--- src/rtl/pwm_multi.sv ---
// N-channel PWM generator sharing one free-running period counter.
// Duty changes land only at period boundaries, optionally fading toward the target.
module pwm_multi #(
    parameter int                  WIDTH     = 8,
    parameter int                  CHANNELS  = 3,
    parameter int                  FADE_STEP = 16,
    parameter logic [CHANNELS-1:0] INVERT    = '0,
    localparam int                 CH_W      = (CHANNELS > 1) ? $clog2(CHANNELS) : 1
) (
    input  logic                i_clk,
    input  logic                i_reset,
    input  logic                i_write,
    input  logic [CH_W-1:0]     i_channel,
    input  logic [WIDTH-1:0]    i_target,
    input  logic                i_fade_en,
    output logic [CHANNELS-1:0] o_pwm,
    output logic                o_sync,
    output logic                o_busy
);

    localparam logic [WIDTH:0] STEP = (WIDTH + 1)'(FADE_STEP);

    logic [WIDTH-1:0] r_count;
    logic [WIDTH-1:0] r_target    [CHANNELS];
    logic [WIDTH-1:0] r_duty      [CHANNELS];
    logic [WIDTH-1:0] w_next_duty [CHANNELS];
    logic [WIDTH:0]   w_diff      [CHANNELS];
    logic [WIDTH:0]   w_sum       [CHANNELS];
    logic             w_period_end;

    assign w_period_end = (r_count == '1);

    // Fading: move by STEP unless the target is within one step, so duty never overshoots.
    always_comb begin
        for (int ch = 0; ch < CHANNELS; ch++) begin
            w_next_duty[ch] = r_target[ch];
            w_diff[ch]      = '0;
            w_sum[ch]       = '0;
            if (i_fade_en) begin
                if (r_target[ch] >= r_duty[ch]) begin
                    w_diff[ch] = {1'b0, r_target[ch]} - {1'b0, r_duty[ch]};
                    w_sum[ch]  = {1'b0, r_duty[ch]} + STEP;
                end else begin
                    w_diff[ch] = {1'b0, r_duty[ch]} - {1'b0, r_target[ch]};
                    w_sum[ch]  = {1'b0, r_duty[ch]} - STEP;
                end
                if (w_diff[ch] > STEP) begin
                    w_next_duty[ch] = w_sum[ch][WIDTH-1:0];
                end
            end
        end
    end

    always_ff @(posedge i_clk) begin
        if (i_reset) begin
            r_count <= '0;
            for (int ch = 0; ch < CHANNELS; ch++) begin
                r_target[ch] <= '0;
                r_duty[ch]   <= '0;
            end
        end else begin
            r_count <= r_count + 1'b1;
            for (int ch = 0; ch < CHANNELS; ch++) begin
                if (i_write && (i_channel == CH_W'(ch))) begin
                    r_target[ch] <= i_target;
                end
                if (w_period_end) begin
                    r_duty[ch] <= w_next_duty[ch];
                end
            end
        end
    end

    always_comb begin
        o_pwm  = '0;
        o_busy = 1'b0;
        for (int ch = 0; ch < CHANNELS; ch++) begin
            o_pwm[ch] = (r_count < r_duty[ch]) ^ INVERT[ch];
            if (r_duty[ch] != r_target[ch]) begin
                o_busy = 1'b1;
            end
        end
    end

    assign o_sync = (r_count == '0);

endmodule

--- config.mk ---
export PLATFORM = sky130hd
export DESIGN_NAME = pwm_multi
export DESIGN_NICKNAME = d
export VERILOG_FILES = /design/src/rtl/pwm_multi.sv
export SDC_FILE = /design/constraint.sdc
export NUM_CORES = 1
export LEC_CHECK = 0
export BUFFER_PORTS_ARGS = -buffer_cell sky130_fd_sc_hd__buf_2
export CORE_ASPECT_RATIO = 1.5
export CORE_MARGIN = 2
export CORE_UTILIZATION = 60
export CTS_BUF_LIST = sky130_fd_sc_hd__clkbuf_8
export DETAILED_ROUTE_END_ITERATION = 10
export GPL_ROUTABILITY_DRIVEN = 1
export GPL_TIMING_DRIVEN = 0
export PLACE_DENSITY = 0.82
export SKIP_CTS_REPAIR_TIMING = 1
export SYNTH_ARGS = -nofsm -noshare
export SYNTH_HDL_FRONTEND = slang
export SYNTH_SLANG_ARGS = --single-unit
--- constraint.sdc ---
create_clock -name i_clk -period 3.7 [get_ports i_clk]
set_input_delay 0.185 -clock i_clk [delete_from_list [all_inputs] [get_ports i_clk]]
set_output_delay 0.185 -clock i_clk [all_outputs]
set_load 0.03 [all_outputs]
# == Yosys cells after proc, flatten, opt, wreduce, memory -nomap -nowiden ==
# Memory sizes are Yosys's and may differ from the RTL's.
# Cells that the tools add are included.
# totals
reg_bits,8
latch_bits,0
ramBits,48
romBits,0
in_bits,14
out_inout_bits,5
word_cells,80
mem_count,2
# mem_list
name,depth,width,read_ports,rd_clocked_by_memory_dff,wr,line_no,source
r_duty,3,8,3,0,3,25,logic [WIDTH-1:0] r_duty [CHANNELS];
r_target,3,8,3,0,3,24,logic [WIDTH-1:0] r_target [CHANNELS];
# op_classes
addsub,13
multipliers,0
div_mod_pow,0
n_lt_le_gt_ge,9
n_eq_ne,6
shift,0
mux,38
bitwise,6
n_reduce_logical,5
# ops
operator,n
$mux W8,15
$mux W9,6
$sub A8 B8 Y9,6
$gt A9 B5 Y1 const B,3
$add A8 B5 Y8 const B,3
$ge A8 B8 Y1,3
$lt A8 B8 Y1,3
$ne A8 B8 Y1,3
$sub A8 B5 Y8 const B,3
$mux W1,17
$add A8 B1 Y8 const B,1
$eq A8 B8 Y1 const B,1
$logic_not A8 Y1,1
$or A1 B1 Y1,6
$logic_and A1 B1 Y1,3
$eq A2 B1 Y1 const B,1
$eq A2 B2 Y1 const B,1
$logic_not A2 Y1,1

# == Longest topological paths before layout ==
# An unclocked memory read counts as a cell.
# logic_depth
ltp_word,8
depth_mapped,15
mapped_depth_nobuf,14

# == Least setup slack after synthesis ==
# Ideal clock, no wire load.
# synth_path
kind,flip-flop to flip-flop
start,"memory r_target[2][3], in the netlist r_target[0][19]"
end,"memory r_duty[2][0], in the netlist r_duty[0][16], enable pin"
setup_ns,0.373
t_arrival_ns,2.566
required_time_ns,3.327
slack_ns,0.761
stages_incl_launch_ff,10
n_path_buf,2
period_less_slack_ns,2.939
path_cell_list,edfxtp_1 > inv_1 > ha_1 > buf_2 > xor2_1 > or4b_1 > a2111oi_1 > a221oi_1 > buf_4 > o31ai_1
# synth_rtl
item,line_no
from (decl),24
to (decl),25

==> impl_metrics.ini <==
[status]
status = complete, no violations

[critical_path]
critPathMaxStageDelay_ns = 0.54
end_kind = flip-flop
crit_buf_inv = 3
crit_family = compound AO/OA/AOI/OAI gates
required_ns = 3.67
cp_slowest_cell = o31ai_1
critical_path.cell_chain = inv_1 > ha_1 > buf_2 > a21oi_1 > a31oi_1 > xor2_1 > a2111oi_1 > a221oi_1 > buf_4 > o31ai_1
path_max_fanout = 10
path_class = flip-flop to flip-flop
start_kind = flip-flop
arrival_ns = 3.44

[yosys]
ys_async_sr_fraction = 0
synth_top_area_share = 0.2845
ys_seq_area_frac = 0.3161
synthAdderAreaFrac = 0.2020
ys_top_cells_by_area = edfxtp_1, ha_1, inv_1
avgSynthCellArea_sq_um = 9.452
yosys.area_share.simple = 0.1447
yosysWarnings = 0
yosysUniqueCellTypes = 71
synth-xor-area-share = 0.04841
synth_top_family_by_area = compound AO/OA/AOI/OAI gates
synth-compound-area-share = 0.2028
synthCells = 536
yosys.area.top_type = edfxtp_1
synth_ff_type = edfxtp_1
synth_edf_count = 48
synth-seq-cells = 56
synth_mux_area_frac = 0.01803
synth_nets = 630
synth_area_sq_mm = 0.005066

[clock_network]
path_clk_slew_ns = 0.10
cts_tree = yes
cts_sinks = 56
cts.htree.levels = 2
numCtsBuffers = 5
root_buffer = clkbuf_8
worst_skew_pair.late_latency_ns = 0.32
cts_buffer_depth = 2

[floorplan]
die_h_microns = 116.5
die_w_microns = 79.03
start_util = 0.6096
dieArea_sq_mm = 0.009210
core-area_sq_mm = 0.008310
num_io_pins = 19
core.rowCount = 41

[timing]
timing.final.setup_violations = 0
final.period_utilization = 0.9369
fmax_ghz = 0.2885
finalHoldViolCount = 0
rsz0062_at_grt = false
tightest_slew_ns = 1.321
finClkSkew_ns = 0.009348
relSlewSlack = 0.1121
timing.final.crit_period_ns = 3.467
maxSlewViolCount = 0
fin_setup_tns_ns = 0

[power_and_ir_drop]
p_per_area_mw_per_mm2 = 326.6
leakagePower_nw = 2.470
totalPowerFinal_mw = 1.768
ir_drop_mv = 0.3087

[layout]
finish.instance_area_sq_mm = 0.005413
fill_cells = 680
fin_util = 0.6513
insertedDiodeCount = 0
area_delta_synth_final_pct = 6.841
seqCellArea_sq_mm = 0.001602
final_nets = 656
final_layout_size_suffix_gt1_frac = 0.09769
multi_input_area_sq_mm = 0.003120

[global_route]
grt_first_pass_wirelength_microns = 19370
grt_max_degree = 18
grt_pass1_vias = 4027
antenna_found_initial = 0
grt_util_all_layers = 0.2711
overflow = 0

[detailed_routing]
wl_per_cell_microns = 17.53
firstDrtPassIters = 4
wirelength_microns = 11750
drc = 0
vias_per_cell = 6.034
vias = 4043
ant_nets = 0
drtIter0Drc = 147

[placement]
hpwl_microns = 9312
gp_congestion = 0.9767
io_buffers = 18
placed_area_sq_mm = 0.005301

[run]
cap_violations = 0

[worst_hold_path]
hold_class = primary input to flip-flop
-- worst paths after layout --
check                   from               to  slack, ns  depth (start not counted)
max          r_target[0][19]    r_duty[0][18]       0.23                         10
min              i_target[4]  r_target[0][12]       0.26                          2
max reg2reg  r_target[0][19]    r_duty[0][18]       0.23                         10
min reg2reg       r_count[0]       r_count[0]       0.57                          1
-- layout by cell type, fill, tap and decap left out, drive strengths merged, types with 14 or more instances in the layout --
cell type / n
a21oi: 30
a21o: 24
edfxtp: 48
nand2: 29
buf: 28
and2: 19
ha: 77
xnor2: 14
nor2: 34
o21ai: 23
inv: 66
xor2: 14
-- logic make-up (layout without fill, tap and decap cells) --
logic type / after synthesis / after routing
DFF: 56 / 56
muxes: 9 / 9
xor gates and xnor gates: 28 / 28
adders and majority gates: 80 / 80
and+or+nand+nor: 143 / 143
buffers and inverters: 82 / 109
AOI/OAI and AO/OA: 138 / 138
-- stage by stage --
stage,hold WS [ns],setup slack [ns],cells
final,0.2562,0.2334,670
after global routing,0.2831,0.01874,670
after CTS,0.2711,0.3303,670
after detailed placement,0.5522,0.3808,662
after global placement,0.5526,0.4340,661
after floorplan,0.4202,0.7612,536
-- per-layer routing --
| layer | up-vias | part of all wire | track usage |
|---|---|---|---|
| met5 | - | 0 | 0 |
| met4 | 0 | 0.041 | 0.1345 |
| met3 | 30 | 0.043 | 0.02241 |
| met2 | 138 | 0.54 | 0.5068 |
| met1 | 1911 | 0.38 | 0.3070 |
| li1 | 1964 | - | - |
-- synth_stat cells (7+ instances only) --
cell type,instances
clkbuf_1,8
and2_1,18
inv_1,64
o21a_1,7
a21o_1,24
nand2b_1,10
a211oi_1,11
a21oi_1,29
nand2_1,29
nand3_1,13
nor3_1,9
xor2_1,14
xnor2_1,14
edfxtp_1,48
nor2_1,34
mux2i_1,8
dfxtp_1,8
ha_1,77
nor2b_1,7
o21ai_0,19
-- power by group --
group          internal, mW  total [mW]  switching [mW]  leakage, nW
registers             0.722       0.755          0.0333        0.549
clock network         0.202       0.415           0.212       0.0599
logic                 0.249       0.598           0.349         1.86
total                  1.17        1.77           0.595         2.47
-- cell type report --
type	count	area share
repair buffers	19	0.01872
clock buffers	5	0.01271
well taps	107	0.02473
clock inverters	3	0.007859
inverters	65	0.04600
flip-flops and latches	56	0.2959
plain buffers	17	0.01757
multi-input cells	398	0.5765
-- flip-flops by register name, summed over array words and instances (netlist names) --
register,cells
r_count,8
r_target,24
r_duty,24
Note: power is estimated with default switching activity, not from simulation.
